File: config.mk
export PLATFORM = sky130hd
export DESIGN_NAME = crypto_tagger
export DESIGN_NICKNAME = d
export VERILOG_FILES = /design/src/rtl/crypto_tagger_pkg.sv /design/src/rtl/crypto_hdr_buf.sv /design/src/rtl/crypto_tagger.sv
export SDC_FILE = /design/constraint.sdc
export NUM_CORES = 1
export LEC_CHECK = 0
export CORE_ASPECT_RATIO = 0.9
export CORE_UTILIZATION = 54
export DETAILED_ROUTE_END_ITERATION = 16
export GPL_ROUTABILITY_DRIVEN = 0
export HOLD_SLACK_MARGIN = 0.03
export PLACE_DENSITY = 0.74
export SETUP_SLACK_MARGIN = 0.15
export SLEW_MARGIN = 20
export SYNTH_ARGS = -nofsm -noshare
export SYNTH_HDL_FRONTEND = slang
export SYNTH_SLANG_ARGS = --single-unit
File: constraint.sdc
create_clock -name clk -period 15.25 [get_ports clk]
set_input_delay 1.525 -clock clk [delete_from_list [all_inputs] [get_ports clk]]
set_output_delay 1.525 -clock clk [all_outputs]
set_load 0.02 [all_outputs]
File: src/rtl/crypto_tagger_pkg.sv
// Shared constants, bus word layout and FSM encoding for the crypto tagger.
// The crypto stage keys off the same tag ctrl value and header word positions.
package crypto_tagger_pkg;

    localparam int DATA_W = 64;
    localparam int CTRL_W = 8;

    localparam logic [7:0]  CRYPTO_TAG_CTRL = 8'hFB;
    localparam logic [15:0] IP_ETHERTYPE    = 16'h0800;

    localparam int ETYPE_WORD     = 2;
    localparam int DST_IP_WORD_HI = 4;
    localparam int DST_IP_WORD_LO = 5;

    typedef struct packed {
        logic [CTRL_W-1:0] ctrl;
        logic [DATA_W-1:0] data;
    } bus_word_t;

    typedef enum logic [3:0] {
        COLLECT  = 4'b0001,
        EMIT_TAG = 4'b0010,
        EMIT_BUF = 4'b0100,
        PASS     = 4'b1000
    } tag_state_e;

    localparam int S_COLLECT  = 0;
    localparam int S_EMIT_TAG = 1;
    localparam int S_EMIT_BUF = 2;
    localparam int S_PASS     = 3;

    function automatic logic ip_match(
        input logic [31:0] dst,
        input logic [31:0] ip,
        input logic [31:0] mask
    );
        return (dst & mask) == (ip & mask);
    endfunction

endpackage

File: src/rtl/crypto_hdr_buf.sv
// Header buffer: holds the leading words of a packet until the tag decision.
// Pointers carry one extra bit so full and empty are distinguishable.
module crypto_hdr_buf
    import crypto_tagger_pkg::*;
#(
    parameter int DEPTH_BITS = 3
) (
    input  logic                clk,
    input  logic                reset,
    input  logic                flush,
    input  logic                wr_en,
    input  bus_word_t           wr_word,
    input  logic                rd_en,
    output bus_word_t           rd_word,
    output logic                full,
    output logic                empty,
    output logic [DEPTH_BITS:0] count
);

    localparam int DEPTH = 2 ** DEPTH_BITS;

    bus_word_t mem [DEPTH];

    logic [DEPTH_BITS:0] wr_ptr;
    logic [DEPTH_BITS:0] rd_ptr;
    logic                do_wr;
    logic                do_rd;

    assign count = wr_ptr - rd_ptr;
    assign full  = count == (DEPTH_BITS + 1)'(DEPTH);
    assign empty = count == '0;
    assign do_wr = wr_en && !full;
    assign do_rd = rd_en && !empty;

    assign rd_word = mem[rd_ptr[DEPTH_BITS-1:0]];

    always_ff @(posedge clk or posedge reset) begin
        if (reset) begin
            wr_ptr <= '0;
            rd_ptr <= '0;
        end else if (flush) begin
            wr_ptr <= '0;
            rd_ptr <= '0;
        end else begin
            if (do_wr) wr_ptr <= wr_ptr + 1'b1;
            if (do_rd) rd_ptr <= rd_ptr + 1'b1;
        end
    end

    always_ff @(posedge clk) begin
        if (do_wr) mem[wr_ptr[DEPTH_BITS-1:0]] <= wr_word;
    end

endmodule

File: src/rtl/crypto_tagger.sv
// Crypto tagger: classifies packets by IPv4 destination and prepends a tag word
// whose data bit 0 tells the crypto stage whether to act on the packet.
module crypto_tagger #(
    parameter int         DATA_WIDTH      = 64,
    parameter int         CTRL_WIDTH      = DATA_WIDTH / 8,
    parameter int         BUF_DEPTH_BITS  = 3,
    parameter logic [7:0] CRYPTO_TAG_CTRL = crypto_tagger_pkg::CRYPTO_TAG_CTRL
) (
    input  logic                  clk,
    input  logic                  reset,
    input  logic [DATA_WIDTH-1:0] in_data,
    input  logic [CTRL_WIDTH-1:0] in_ctrl,
    input  logic                  in_wr,
    output logic                  in_rdy,
    output logic [DATA_WIDTH-1:0] out_data,
    output logic [CTRL_WIDTH-1:0] out_ctrl,
    output logic                  out_wr,
    input  logic                  out_rdy,
    input  logic [31:0]           match_ip,
    input  logic [31:0]           match_mask,
    output logic [31:0]           tag_count
);

    import crypto_tagger_pkg::bus_word_t;
    import crypto_tagger_pkg::tag_state_e;
    import crypto_tagger_pkg::COLLECT;
    import crypto_tagger_pkg::EMIT_TAG;
    import crypto_tagger_pkg::EMIT_BUF;
    import crypto_tagger_pkg::PASS;
    import crypto_tagger_pkg::S_COLLECT;
    import crypto_tagger_pkg::S_EMIT_TAG;
    import crypto_tagger_pkg::S_EMIT_BUF;
    import crypto_tagger_pkg::S_PASS;
    import crypto_tagger_pkg::IP_ETHERTYPE;
    import crypto_tagger_pkg::ETYPE_WORD;
    import crypto_tagger_pkg::DST_IP_WORD_HI;
    import crypto_tagger_pkg::DST_IP_WORD_LO;
    import crypto_tagger_pkg::ip_match;

    localparam int CNT_W = BUF_DEPTH_BITS + 1;
    localparam logic [CNT_W-1:0] BUF_LAST =
        CNT_W'(2 ** BUF_DEPTH_BITS - 1);

    // Input fallthrough FIFO, depth 4
    bus_word_t   fifo_mem [4];
    logic [1:0]  fifo_wr_ptr;
    logic [1:0]  fifo_rd_ptr;
    logic [2:0]  fifo_count;
    logic        fifo_push;
    logic        fifo_pop;
    logic        fifo_empty;
    logic        fifo_full;
    logic        fifo_nearly_full;
    bus_word_t   head;

    assign fifo_empty       = fifo_count == 3'd0;
    assign fifo_full        = fifo_count == 3'd4;
    assign fifo_nearly_full = fifo_count >= 3'd3;
    assign fifo_push        = in_wr && !fifo_full;
    assign head             = fifo_mem[fifo_rd_ptr];
    assign in_rdy           = !fifo_nearly_full && !reset;

    always_ff @(posedge clk or posedge reset) begin
        if (reset) begin
            fifo_wr_ptr <= '0;
            fifo_rd_ptr <= '0;
            fifo_count  <= '0;
        end else begin
            if (fifo_push) fifo_wr_ptr <= fifo_wr_ptr + 1'b1;
            if (fifo_pop)  fifo_rd_ptr <= fifo_rd_ptr + 1'b1;
            fifo_count <= fifo_count + 3'(fifo_push) - 3'(fifo_pop);
        end
    end

    always_ff @(posedge clk) begin
        if (fifo_push) begin
            fifo_mem[fifo_wr_ptr] <= '{ctrl: in_ctrl, data: in_data};
        end
    end

    // Header buffer
    logic             buf_wr;
    logic             buf_rd;
    logic             buf_flush;
    logic             buf_full;
    logic             buf_empty;
    logic [CNT_W-1:0] buf_count;
    bus_word_t        buf_word;

    crypto_hdr_buf #(
        .DEPTH_BITS(BUF_DEPTH_BITS)
    ) u_hdr_buf (
        .clk    (clk),
        .reset  (reset),
        .flush  (buf_flush),
        .wr_en  (buf_wr),
        .wr_word(head),
        .rd_en  (buf_rd),
        .rd_word(buf_word),
        .full   (buf_full),
        .empty  (buf_empty),
        .count  (buf_count)
    );

    tag_state_e  state;
    tag_state_e  state_d;
    logic [3:0]  word_idx;
    logic [3:0]  idx_next;
    logic        flag;
    logic [15:0] etype;
    logic [15:0] dst_hi;
    logic        buf_has_eop;

    logic        head_is_data;
    logic        head_is_eop;
    logic        at_dst_lo;
    logic [31:0] dst_ip;
    logic        ip_hit;

    assign head_is_data = head.ctrl == '0;
    assign head_is_eop  = !head_is_data && word_idx != 4'd0;
    assign idx_next     = word_idx + 4'd1;
    assign at_dst_lo    = head_is_data &&
                          idx_next == 4'(DST_IP_WORD_LO);
    assign dst_ip       = {dst_hi, head.data[63:48]};
    assign ip_hit       = etype == IP_ETHERTYPE &&
                          ip_match(dst_ip, match_ip, match_mask);

    logic      out_vld;
    logic      pkt_done;
    bus_word_t out_word;

    always_comb begin
        state_d   = state;
        fifo_pop  = 1'b0;
        buf_wr    = 1'b0;
        buf_rd    = 1'b0;
        buf_flush = 1'b0;
        out_vld   = 1'b0;
        pkt_done  = 1'b0;
        out_word  = head;
        unique case (1'b1)
            state[S_COLLECT]: begin
                if (!fifo_empty && !buf_full) begin
                    fifo_pop = 1'b1;
                    buf_wr   = 1'b1;
                    if (at_dst_lo || head_is_eop ||
                        buf_count == BUF_LAST) begin
                        state_d = EMIT_TAG;
                    end
                end
            end
            state[S_EMIT_TAG]: begin
                out_vld       = 1'b1;
                out_word.ctrl = CRYPTO_TAG_CTRL;
                out_word.data = {63'b0, flag};
                if (out_rdy) state_d = EMIT_BUF;
            end
            state[S_EMIT_BUF]: begin
                out_vld  = !buf_empty;
                out_word = buf_word;
                if (out_rdy && !buf_empty) begin
                    buf_rd = 1'b1;
                    if (buf_count == CNT_W'(1)) begin
                        if (buf_has_eop) begin
                            state_d   = COLLECT;
                            pkt_done  = 1'b1;
                            buf_flush = 1'b1;
                        end else begin
                            state_d = PASS;
                        end
                    end
                end
            end
            state[S_PASS]: begin
                out_vld = !fifo_empty;
                if (!fifo_empty && out_rdy) begin
                    fifo_pop = 1'b1;
                    if (!head_is_data) begin
                        state_d  = COLLECT;
                        pkt_done = 1'b1;
                    end
                end
            end
            default: state_d = COLLECT;
        endcase
    end

    assign out_wr   = out_vld && out_rdy && !reset;
    assign out_data = out_word.data;
    assign out_ctrl = out_word.ctrl;

    always_ff @(posedge clk or posedge reset) begin
        if (reset) begin
            state       <= COLLECT;
            word_idx    <= '0;
            flag        <= 1'b0;
            etype       <= '0;
            dst_hi      <= '0;
            buf_has_eop <= 1'b0;
            tag_count   <= '0;
        end else begin
            state <= state_d;
            if (pkt_done) begin
                word_idx    <= '0;
                flag        <= 1'b0;
                buf_has_eop <= 1'b0;
            end else if (state[S_COLLECT] && fifo_pop) begin
                if (head_is_data) begin
                    word_idx <= idx_next;
                    if (idx_next == 4'(ETYPE_WORD))
                        etype <= head.data[31:16];
                    if (idx_next == 4'(DST_IP_WORD_HI))
                        dst_hi <= head.data[15:0];
                    // match inputs are sampled only here
                    if (at_dst_lo) flag <= ip_hit;
                end
                if (head_is_eop) buf_has_eop <= 1'b1;
            end
            if (state[S_EMIT_TAG] && out_rdy && flag) begin
                tag_count <= tag_count + 32'd1;
            end
        end
    end

endmodule

# Word-level counts from Yosys, hierarchy flattened

Memories as Yosys holds them, arrays and structs flattened.
Index checks and enable logic that the tools add are counted.

Reductions and logical operators: 39
$lt $le $gt $ge: 1
Bitwise operators: 3
Eq/ne operators: 9
$add $sub $neg: 9
Multiplexer cells: 42

Operators with widths:

| operator                                              | number |
|---|---|
| case mux 72 bit (2 select lines)                      | 1 |
| AND 32 bit                                            | 2 |
| two-way mux 4 bit                                     | 12 |
| adder 32 x 1 -> 32 bit, second input constant         | 1 |
| equality test 32 bit                                  | 1 |
| two-way mux 1 bit                                     | 22 |
| equality test 16 x 12 -> 1 bit, second input constant | 1 |
| case mux 4 bit (4 select lines)                       | 1 |
| logical AND 1 bit                                     | 15 |
| adder 4 x 1 -> 4 bit, second input constant           | 3 |
| equality test 4 x 3 -> 1 bit, second input constant   | 3 |
| nonzero test 2 bit                                    | 6 |
| logical NOT 8 bit                                     | 1 |
| AND reduction 4 bit                                   | 2 |
| logical NOT 1 bit                                     | 7 |
| adder 2 x 1 -> 2 bit, second input constant           | 2 |
| equality test 4 x 1 -> 1 bit, second input constant   | 1 |
| equality test 4 x 2 -> 1 bit, second input constant   | 1 |
| equality test 4 bit, second input constant            | 1 |
| logical NOT 4 bit                                     | 1 |
| two-way mux 2 bit                                     | 2 |
| case mux 1 bit (2 select lines)                       | 2 |
| AND reduction 2 bit                                   | 2 |
| nonzero test 4 bit                                    | 1 |
| other kinds (11)                                      | 12 |

Memories: 2
Bits in registers: 89
Memory bits (writable): 864

Memory list:

| memory        | words | bits a word | rd ports | clocked after Yosys merged registers in | wr ports | RTL line             | source |
|---|---|---|---|---|---|---|---|
| u_hdr_buf.mem | 8     | 72          | 1        | 0                                       | 1        | crypto_hdr_buf.sv:22 | `bus_word_t mem [DEPTH];` |
| fifo_mem      | 4     | 72          | 1        | 0                                       | 1        | crypto_tagger.sv:45  | `bus_word_t fifo_mem [4];` |

# Depth between registers and ports, before layout

Gate-level depths: netlist of run 1.

Word-level depth: 9
Mapped depth: 16
Depth with buffers taken out: 14

# Hierarchy

A second synthesis of run 1 with hierarchy kept.

Cell total of the unflattened synthesis: 1965
Area, all modules: 37797.5 um^2

By module, submodules not included:

| module         | seq. area each (um^2) | area an instance (um^2) | instances | cells each |
|---|---|---|---|---|
| crypto_hdr_buf | 17496.8               | 22261.4                 | 1         | 1062 |
| crypto_tagger  | 10676.5               | 15536.2                 | 1         | 903 |

# Least setup slack after synthesis of run 1

No wires, ideal clock.

Kind: register to register
Start point: reg u_hdr_buf.rd_ptr[1]
End point: mem u_hdr_buf.mem[4][0] (netlist name), enable pin
Period minus slack after synthesis: 8.520 ns
Cell stages (with the launch flop): 12
Path slack: 6.730 ns
Arrival time: 7.914 ns
Path through: dfrtp_1 clkbuf_1 clkbuf_1 inv_1 fa_1 xor2_1 nor2_1 and2_1 clkbuf_1 a21oi_1 nand2_1 nor3b_1

Word-level cells in the longest chain between the ends: 9

Ends and longest elaborated chain:

| item                                        | RTL line                                   | source |
|---|---|---|
| start, declared                             | crypto_hdr_buf.sv:25                       | `logic [DEPTH_BITS:0] rd_ptr;` |
| start signal, assigned                      | crypto_hdr_buf.sv:46                       | `if (do_rd) rd_ptr <= rd_ptr + 1'b1;` |
| subtractor 4 bit (*)                        | crypto_hdr_buf.sv:29                       | `assign count = wr_ptr - rd_ptr;` |
| equality test 4 bit (*)                     | crypto_hdr_buf.sv:30                       | `assign full = count == (DEPTH_BITS + 1)'(DEPTH);` |
| logical NOT 1 bit (*)                       | crypto_hdr_buf.sv:32, crypto_tagger.sv:144 |  |
| logical AND 1 bit                           | crypto_tagger.sv:144                       | `if (!fifo_empty && !buf_full) begin` |
| two-way mux 1 bit                           | crypto_tagger.sv:144                       |  |
| two-way mux 1 bit                           | crypto_tagger.sv:142                       | `unique case (1'b1)` |
| logical AND 1 bit (*)                       | crypto_hdr_buf.sv:32                       | `assign do_wr = wr_en && !full;` |
| two-way mux 1 bit (*)                       | crypto_hdr_buf.sv:51                       | `if (do_wr) mem[wr_ptr[DEPTH_BITS-1:0]] <= wr_word;` |
| two-way mux 1 bit (implied by the code) (*) | crypto_hdr_buf.sv:51                       |  |
| end, declared                               | crypto_hdr_buf.sv:22                       |  |

Mark *: on every way between the ends. The rest lies on a longest branch, timed or not.

# Final worst setup path of run 1

Start point: reg u_hdr_buf.rd_ptr[1]
End point: out out_data[17]

Word-level cells in the longest chain between the ends: 2

Ends and longest elaborated chain:

| item                             | RTL line             | source |
|---|---|---|
| memory read (8 x 72 bit)         | -                    |  |
| case mux 72 bit (2 select lines) | crypto_tagger.sv:142 |  |
| end, declared                    | crypto_tagger.sv:15  | `output logic [DATA_WIDTH-1:0] out_data,` |

No other way between the ends.

==> results.json, run 1 <==
{
  "nFillCells": 4529,
  "cap_violations": 0,
  "max_freq_mhz": 159.4,
  "die_y_um": 252.3,
  "yosysSeqAreaShare_pct": 74.98,
  "netlist_top_cells_area": "sky130_fd_sc_hd__edfxtp_1 (69%), sky130_fd_sc_hd__mux4_2 (12%), sky130_fd_sc_hd__dfrtp_1 (5.9%)",
  "top_area_cell_type_share_of_the_netlist_area_pct": 69.05,
  "firstDrtPassIters": 5,
  "setup_viol": 0,
  "synth_seq_cells": 953,
  "post-synth-top-area-cell": "sky130_fd_sc_hd__edfxtp_1",
  "p_sw_share_pct": 33.45,
  "grt_pass1_wl_mm": 126.5,
  "initial_standard_cell_utilization_of_the_core_pct": 54.73,
  "grt_antenna_before_repair": 4,
  "worstSetupStartpointType": "flip-flop",
  "fin_nets": 2327,
  "post-dp-hpwl_mm": 50.09,
  "crit_fanout": 62,
  "groute.usage.overall_pct": 24.62,
  "totalWireLength_mm": 85.81,
  "buffer_ports.inserted": 245,
  "final_report_hold_violation_count": 0,
  "clk_slew_on_worst_s_h_paths_ps": 60,
  "detail_routed_via_count_per_cell": 6.071,
  "combPwrFrac_pct": 34.3,
  "cts.htree.levels": 3,
  "floorplan.core_area_sq_mm": 0.06866,
  "seqPwrFrac_pct": 41.8,
  "ys_warn_count": 0,
  "pwr_density_cell_mw_per_mm2": 219.7,
  "postSynthNetCount": 2048,
  "worst_slew_margin_rel_pct": 23.18,
  "post_synth_num_cell_types": 56,
  "synth_top_flop_cell": "sky130_fd_sc_hd__edfxtp_1",
  "route.vias.total": 19288,
  "synthesis.area_per_instance_sq_um": 19.90,
  "cts_resized": 0,
  "most-common-layout-cells": "sky130_fd_sc_hd__edfxtp_1 (864), sky130_fd_sc_hd__clkdlybuf4s50_1 (245), sky130_fd_sc_hd__mux4_2 (202), sky130_fd_sc_hd__nand2_1 (120), sky130_fd_sc_hd__clkbuf_16 (94)",
  "finalCritPeriodShare_pct": 41.14,
  "async_reset_ff_share_pct": 9.339,
  "boundary_pin_count": 246,
  "worst_ir_drop_vdd_v": 0.0001260,
  "p_leak_nw": 15.03,
  "die_footprint_sq_mm": 0.07064,
  "final_layout_size_suffix_gt1_share_pct": 18.25,
  "synth_enable_flop_cells": 864,
  "worst-endpoint-required_ps": 13730,
  "cts_hold_repair.buffers": 0,
  "first_global_vias": 19783,
  "number_of_buffers_created_by_cts": 92,
  "fin_skew_ps": 25.45,
  "layout.cells.most_common": "sky130_fd_sc_hd__edfxtp_1",
  "net-switching-power_mw": 3.253,
  "report.final.slew_viol_count": 0,
  "chipWidth_um": 280.1,
  "final.setup.tns_ps": 0,
  "synthToLayoutAreaGrowth_pct": 17.80,
  "fin_total_pwr_mw": 9.725,
  "clock_latency_ps": 650,
  "worst-endpoint-arrival_ps": 4750,
  "min_period_ps": 6273,
  "core.rowCount": 91,
  "hold_path_class": "reg -> reg",
  "worst_setup_path_end_kind": "output port",
  "p_clk_share_pct": 23.8,
  "grt_remaining_overflow": 0,
  "setup.worst_path.class": "reg -> out",
  "ant_nets": 0,
  "netlist_area_pre_place_sq_mm": 0.03757,
  "ctsRootBufferMaster": "sky130_fd_sc_hd__clkbuf_16",
  "whs_path_depth": 1,
  "cts.sinks": 953,
  "post_cts.repair.setup_buffers": 0,
  "worst-slew-pin-transition_ps": 1152,
  "postSynthCellCount": 1888,
  "grt_start_max_net_pins": 111,
  "post-route-drc-count": 0,
  "detail_route.iter0.violations": 1876,
  "rsz0062_at_grt": "no",
  "deepest_clock_path_buffer_count": 3,
  "post_drt_wl_per_cell_um": 27.01,
  "intPower_mw": 6.472,
  "cts_tree": "yes",
  "run_status": "completed",
  "r2r_cells": 10
}
-- synth_stat cells (2+ instances only) --
cell type / number
sky130_fd_sc_hd__and4_1: 8
sky130_fd_sc_hd__mux4_2: 202
sky130_fd_sc_hd__edfxtp_1: 864
sky130_fd_sc_hd__nand2_1: 120
sky130_fd_sc_hd__dfrtp_1: 88
sky130_fd_sc_hd__nand4_1: 11
sky130_fd_sc_hd__nor3b_1: 6
sky130_fd_sc_hd__nor4_1: 3
sky130_fd_sc_hd__mux2_2: 8
sky130_fd_sc_hd__o21ai_1: 69
sky130_fd_sc_hd__nor2_1: 42
sky130_fd_sc_hd__o21ai_0: 8
sky130_fd_sc_hd__buf_6: 2
sky130_fd_sc_hd__ha_1: 18
sky130_fd_sc_hd__fa_1: 2
sky130_fd_sc_hd__o311ai_1: 5
sky130_fd_sc_hd__or3_1: 2
sky130_fd_sc_hd__a21oi_1: 26
sky130_fd_sc_hd__xnor2_1: 43
sky130_fd_sc_hd__buf_1: 26
sky130_fd_sc_hd__a21o_1: 2
sky130_fd_sc_hd__nand3_1: 16
sky130_fd_sc_hd__mux2_1: 41
sky130_fd_sc_hd__a22oi_1: 16
sky130_fd_sc_hd__mux2i_1: 79
sky130_fd_sc_hd__o22ai_1: 3
sky130_fd_sc_hd__o211ai_1: 2
sky130_fd_sc_hd__and3_1: 7
sky130_fd_sc_hd__clkbuf_1: 54
sky130_fd_sc_hd__a22o_1: 2
sky130_fd_sc_hd__inv_1: 19
sky130_fd_sc_hd__nor4_4: 2
sky130_fd_sc_hd__a311oi_1: 3
sky130_fd_sc_hd__a31oi_1: 3
sky130_fd_sc_hd__nand2b_1: 4
sky130_fd_sc_hd__inv_2: 2
sky130_fd_sc_hd__xor2_1: 46
sky130_fd_sc_hd__and2_1: 6
sky130_fd_sc_hd__nor3_1: 7
sky130_fd_sc_hd__buf_2: 5
-- through the flow --
step                      cells  util [%]  worst slack (ps)  hold slack, ps  area, sq um
after floorplan            1888         -              6730           455.9        37570
after global placement     3003     59.92              9659           458.1        41140
after detailed placement   3003     59.93              9653           474.9        41150
after CTS                  3176     64.46              8960           487.2        44250
after global routing       3176     64.47              8837           508.7        44260
final                      3177     64.47              8977           479.9        44260
-- critical path, cell delays in order, from the launching register on --
cell and delay (ps):
sky130_fd_sc_hd__dfrtp_4 830, sky130_fd_sc_hd__buf_4 850, sky130_fd_sc_hd__buf_4 750, sky130_fd_sc_hd__mux4_2 350, sky130_fd_sc_hd__mux2i_1 90, sky130_fd_sc_hd__o21ai_1 470, sky130_fd_sc_hd__clkdlybuf4s50_1 720
-- kinds of logic (layout without fill, tap and decap cells) --
group | count (synthesis) | after routing | synth area share [%]
AND/OR/NAND/NOR | 242 | 242 | 3.110
other | 0 | 1 | 0
AO/OA/AOI/OAI | 145 | 145 | 2.294
multiplexers | 330 | 330 | 15.68
XOR/XNOR | 89 | 89 | 2.075
buffers and inverters | 109 | 467 | 1.155
adder cells (fa/ha/maj) | 20 | 20 | 0.7060
flip-flops | 953 | 953 | 74.98
-- worst paths after layout --
kind                                     startpoint                  end  slack (ps)
worst min-delay path                  tag_count[31]        tag_count[31]         480
worst max register to register  u_hdr_buf.rd_ptr[0]  u_hdr_buf.mem[6][7]       10180
max in group asynchronous                     reset        tag_count[18]       12610
min in group asynchronous                     reset  u_hdr_buf.wr_ptr[0]        1300
worst max-delay path            u_hdr_buf.rd_ptr[1]         out_data[17]        8980
worst min register to register        tag_count[31]        tag_count[31]         480
-- power groups by stage --
stage                     clock network (mW)  registers [mW]  logic, mW
final                                   2.32            4.07       3.34
after global routing                    2.44            4.12       3.56
after CTS                               2.35            4.07       3.37
after detailed placement                   0            4.12       3.35
after global placement                     0            4.07       3.28
after floorplan                            0            4.02       2.13
-- registers in the layout, summed over array words and instances (netlist names), 2 cells and up --
name              flops
u_hdr_buf.mem       576
fifo_mem            288
tag_count            32
dst_hi               16
etype                16
state                 4
u_hdr_buf.rd_ptr      4
u_hdr_buf.wr_ptr      4
word_idx              4
fifo_count            3
fifo_rd_ptr           2
fifo_wr_ptr           2
-- layer usage --
layer | GRT usage (%) | vias to the layer above | part of all wire, %
li1 | - | 8170 | -
met3 | 6.055 | 129 | 9.5
met4 | 6.511 | 4 | 2.3
met2 | 38.18 | 875 | 47
met1 | 35.29 | 10110 | 41
met5 | 0 | - | 0.033
-- cell type report --
| cell class | instances | area [sq um] | share of cell area (%) |
|---|---|---|---|
| sequential | 953 | 28190 | 63.68 |
| multi-input combinational | 826 | 9035 | 20.41 |
| timing repair buffer | 273 | 2683 | 6.060 |
| clock buffer | 123 | 2561 | 5.786 |
| tap | 930 | 1164 | 2.629 |
| clock inverter | 50 | 544.3 | 1.230 |
| inverter | 21 | 86.33 | 0.1950 |
| antenna | 1 | 2.502 | 0.005653 |
(Power assumes the default switching activity.)
==> run 2: changes to the inputs <==
Clock period 15.25 ns to 5.8 ns, I/O delays scaled along.
==> results.json, run 2 (same netlist as run 1, synthesis figures left out) <==
{
  "detail_route.iter0.violations": 1909,
  "whs_ps": 324.6,
  "detail_routed_via_count_per_cell": 6.056,
  "clk_slew_on_worst_s_h_paths_ps": 70,
  "clock_latency_ps": 650,
  "grt_remaining_overflow": 0,
  "layout.cells.most_common": "sky130_fd_sc_hd__edfxtp_1",
  "max_freq_mhz": 203.3,
  "ctsRootBufferMaster": "sky130_fd_sc_hd__clkbuf_16",
  "buffer_ports.inserted": 245,
  "worstSetupStartpointType": "flip-flop",
  "most-common-layout-cells": "sky130_fd_sc_hd__edfxtp_1 (864), sky130_fd_sc_hd__clkdlybuf4s50_1 (245), sky130_fd_sc_hd__mux4_2 (202), sky130_fd_sc_hd__nand2_1 (120), sky130_fd_sc_hd__clkbuf_16 (96)",
  "number_of_buffers_created_by_cts": 94,
  "p_leak_nw": 15.13,
  "final_layout_size_suffix_gt1_share_pct": 18.66,
  "cts_resized": 0,
  "fin_total_pwr_mw": 25.82,
  "initial_standard_cell_utilization_of_the_core_pct": 54.73,
  "worst_ir_drop_vdd_v": 0.0004412,
  "setup_viol": 0,
  "min_period_ps": 4919,
  "cts_tree": "yes",
  "final_util_pct": 64.77,
  "grt_start_max_net_pins": 148,
  "largest_reg_flops": 576,
  "post_drt_wl_per_cell_um": 27.27,
  "fin_skew_ps": 29.77,
  "first_global_vias": 20040,
  "worst_setup_path_end_kind": "output port",
  "die_y_um": 252.3,
  "pwr_density_cell_mw_per_mm2": 580.6,
  "rsz0062_at_grt": "no",
  "floorplan.core_area_sq_mm": 0.06866,
  "worst_slew_margin_rel_pct": 26.74,
  "post_cts.repair.setup_buffers": 0,
  "setup.worst_path.class": "reg -> out",
  "core.rowCount": 91,
  "post-dp-hpwl_mm": 51.61,
  "cts.sinks": 953,
  "cap_violations": 0,
  "grt_pass1_wl_mm": 128.2,
  "crit_fanout": 33,
  "fin_nets": 2337,
  "totalWireLength_mm": 86.89,
  "worst-slew-pin-transition_ps": 1068,
  "hold_path_class": "in -> async",
  "die_footprint_sq_mm": 0.07064,
  "report.final.slew_viol_count": 0,
  "deepest_clock_path_buffer_count": 3,
  "run_status": "completed",
  "chipWidth_um": 280.1,
  "groute.usage.overall_pct": 25.01,
  "cts.htree.levels": 3,
  "ant_nets": 0,
  "boundary_pin_count": 246,
  "route.vias.total": 19300,
  "worst-endpoint-arrival_ps": 4340,
  "finalCritPeriodShare_pct": 84.81,
  "post-route-drc-count": 0,
  "final_report_hold_violation_count": 0,
  "cts_hold_repair.buffers": 0,
  "worst-endpoint-required_ps": 5220,
  "grt_antenna_before_repair": 2,
  "synthToLayoutAreaGrowth_pct": 18.34,
  "firstDrtPassIters": 7
}
[run 2: cell count changes in the layout (fill, tap and decap cells not counted), sizes merged]
cell	delta
inv	+1
bufinv	+3
buf	+8
clkinvlp	+3
clkbuf	-5
[run 2: layout make-up]
class,count,area (sq um)
timing repair buffer,281,2760
antenna,1,2.502
inverter,21,85.08
fill,4559,24190
multi-input combinational,826,9075
clock inverter,57,656.9
clock buffer,118,2535
tap,930,1164
sequential,953,28190
[run 2: power breakdown]
| group | leakage (nW) | switching, mW | internal (mW) |
|---|---|---|---|
| combinational | 4.53 | 5.49 | 3.45 |
| clock | 1.55 | 2.55 | 3.69 |
| sequential | 9.05 | 0.586 | 10.1 |
| total | 15.1 | 8.62 | 17.2 |
[run 2: path summary, 6_finish.rpt]
check	startpoint	end	slack, ps	cells after the start
max in group asynchronous	reset	fifo_rd_ptr[0]	4090	3
hold reg to reg	tag_count[17]	tag_count[17]	490	1
min in group clk	tag_count[17]	tag_count[17]	490	1
setup reg to reg	u_hdr_buf.rd_ptr[2]	u_hdr_buf.mem[0][20]	1470	9
hold / removal	reset	u_hdr_buf.rd_ptr[3]	320	2
setup / recovery	u_hdr_buf.rd_ptr[2]	out_wr	880	8
[run 2: stage by stage]
| step | area [sq um] | instances | worst slack (ps) | setup TNS (ps) |
|---|---|---|---|---|
| finish | 44470 | 3187 | 881.3 | 0 |
| global placement | 41270 | 3011 | 1489 | 0 |
| floorplan | 37640 | 1888 | -155.6 | -26480 |
| CTS | 44460 | 3186 | 815.7 | 0 |
| detailed placement | 41270 | 3011 | 1481 | 0 |
| global route | 44460 | 3186 | 757.9 | 0 |
[run 2: worst max-delay path, stage by stage (launching register included)]
cell and delay (ps):
sky130_fd_sc_hd__dfrtp_1 510, sky130_fd_sc_hd__inv_4 540, sky130_fd_sc_hd__ha_1 390, sky130_fd_sc_hd__a21oi_1 200
sky130_fd_sc_hd__nand2_1 90, sky130_fd_sc_hd__xnor2_1 710, sky130_fd_sc_hd__o21ai_1 150, sky130_fd_sc_hd__a311oi_1 420
sky130_fd_sc_hd__clkdlybuf4s50_1 680
[run 2: per-layer routing]
layer  vias up  part of all wire (%)  global-route usage (%)
li1       8185                     -                       -
met1     10234                    42                   35.70
met2       768                    49                   40.13
met3       111                   7.5                   5.214
met4         2                   1.7                   5.527
met5         -                 0.015                       0
==> run 3: changes to the inputs <==
Settings changed: CORE_UTILIZATION 54 to 53, PLACE_DENSITY 0.74 to 0.76.
Clock period 5.8 ns to 4.25 ns, I/O delays scaled along.
==> results.json, run 3 (same netlist as run 1, synthesis figures left out) <==
{
  "run_status": "completed",
  "final_layout_size_suffix_gt1_share_pct": 19.49,
  "final_report_hold_violation_count": 0,
  "die_y_um": 254.6,
  "most-common-layout-cells": "sky130_fd_sc_hd__edfxtp_1 (864), sky130_fd_sc_hd__clkdlybuf4s50_1 (245), sky130_fd_sc_hd__mux4_2 (202), sky130_fd_sc_hd__nand2_1 (118), sky130_fd_sc_hd__clkbuf_16 (92)",
  "detail_route.iter0.violations": 2005,
  "placed_cells_incl_taps": 3031,
  "groute.usage.overall_pct": 24.83,
  "fin_nets": 2344,
  "cts_hold_repair.buffers": 0,
  "worst-endpoint-required_ps": 3830,
  "chipWidth_um": 282.7,
  "number_of_buffers_created_by_cts": 90,
  "worst-endpoint-arrival_ps": 3650,
  "worst-slew-pin-transition_ps": 1233,
  "worst_slew_margin_rel_pct": 17.79,
  "first_global_vias": 20204,
  "setup.worst_path.class": "reg -> out",
  "ctsRootBufferMaster": "sky130_fd_sc_hd__clkbuf_16",
  "detail_routed_via_count_per_cell": 6.081,
  "post_drt_wl_per_cell_um": 27.38,
  "grt_remaining_overflow": 0,
  "min_period_ps": 4072,
  "worst_ir_drop_vdd_v": 0.0008740,
  "totalWireLength_mm": 87.58,
  "report.final.slew_viol_count": 0,
  "setup_viol": 0,
  "clock_latency_ps": 650,
  "layout.cells.most_common": "sky130_fd_sc_hd__edfxtp_1",
  "crit_fanout": 147,
  "fin_skew_ps": 19.12,
  "grt_antenna_before_repair": 6,
  "rsz0062_at_grt": "yes",
  "cap_violations": 0,
  "deepest_clock_path_buffer_count": 3,
  "layoutNonFillerInstCount": 3199,
  "fin_total_pwr_mw": 34.84,
  "finalCritPeriodShare_pct": 95.82,
  "cts.sinks": 953,
  "post-route-drc-count": 0,
  "p_leak_nw": 15.11,
  "hold_path_class": "in -> reg",
  "core.rowCount": 92,
  "route.vias.total": 19452,
  "worst_setup_path_end_kind": "output port",
  "die_footprint_sq_mm": 0.07197,
  "grt_start_max_net_pins": 148,
  "max_freq_mhz": 245.6,
  "buffer_ports.inserted": 245,
  "pwr_density_cell_mw_per_mm2": 782.1,
  "floorplan.core_area_sq_mm": 0.07010,
  "initial_standard_cell_utilization_of_the_core_pct": 53.60,
  "largest_reg_flops": 576,
  "post-dp-hpwl_mm": 51.61,
  "worstSetupStartpointType": "flip-flop",
  "boundary_pin_count": 246,
  "cts.htree.levels": 3,
  "ant_nets": 0,
  "grt_pass1_wl_mm": 129.3,
  "clk_slew_on_worst_s_h_paths_ps": 60,
  "firstDrtPassIters": 5,
  "cts_tree": "yes",
  "synthToLayoutAreaGrowth_pct": 18.57
}
## run 3: cell count changes in the layout (fill, tap and decap cells not counted), sizes merged
cell	previous run	this run
clkinvlp	8	7
inv	24	26
bufinv	13	6
clkinv	33	43
clkbuf	118	105
buf	36	47
## run 3: metal layers
metal | vias to the layer above | wire [um] | global-route usage (%)
met3 | 135 | 7062 | 4.956
li1 | 8184 | - | -
met1 | 10237 | 36000 | 35.56
met5 | - | 46 | 0
met4 | 8 | 1789 | 6.116
met2 | 888 | 42680 | 39.63
## run 3: final timing paths
path,from,endpoint,slack (ps),cells past startpoint
setup reg to reg,u_hdr_buf.wr_ptr[0],fifo_count[2],530,14
setup / recovery,u_hdr_buf.rd_ptr[1],out_data[54],180,5
min in group asynchronous,reset,fifo_wr_ptr[1],540,3
hold / removal,in_data[28],fifo_mem[2][28],410,1
hold reg to reg,tag_count[31],tag_count[31],470,1
max in group asynchronous,reset,u_hdr_buf.rd_ptr[1],2560,4
## run 3: timing repair
action,in CTS,in global routing
endpoints found under the setup margin,10,11
setup buffers,1,0
gates resized for setup,11,5
cloned,0,0
pin swaps,0,0
## run 3: worst max-delay path, stage by stage, from the launching register on
cell and delay [ps]:
sky130_fd_sc_hd__dfrtp_4 430, sky130_fd_sc_hd__buf_12 470, sky130_fd_sc_hd__mux4_2 380, sky130_fd_sc_hd__mux2i_1 70, sky130_fd_sc_hd__o21ai_1 550, sky130_fd_sc_hd__clkdlybuf4s50_1 740
## run 3: final cells by class
class	count	area (sq um)
Multi-Input combinational cell	826	9178
Clock buffer	105	2371
Timing Repair Buffer	292	3032
Inverter	21	86.33
Sequential cell	953	28190
Antenna cell	1	2.502
Fill cell	4580	25550
Tap cell	940	1176
Clock inverter	61	516.7
## run 3: stage by stage
step | worst slack, ps | instance area, sq um | setup TNS (ps) | hold WS (ps) | util, %
CTS | 167.3 | 44540 | 0 | 382.6 | 63.53
global route | 121.6 | 44550 | 0 | 399.6 | 63.56
detailed placement | 590.2 | 41590 | 0 | 465.2 | 59.33
finish | 177.6 | 44550 | 0 | 410.9 | 63.56
global placement | 695.4 | 41590 | 0 | 457.6 | 59.33
floorplan | -64.41 | 37790 | -16640 | 455.9 | -
## run 3: power by group
group / internal, mW / switching (mW)
clock: 4.39 / 3.43
sequential: 13.7 / 0.697
combinational: 4.99 / 7.64
total: 23.1 / 11.8
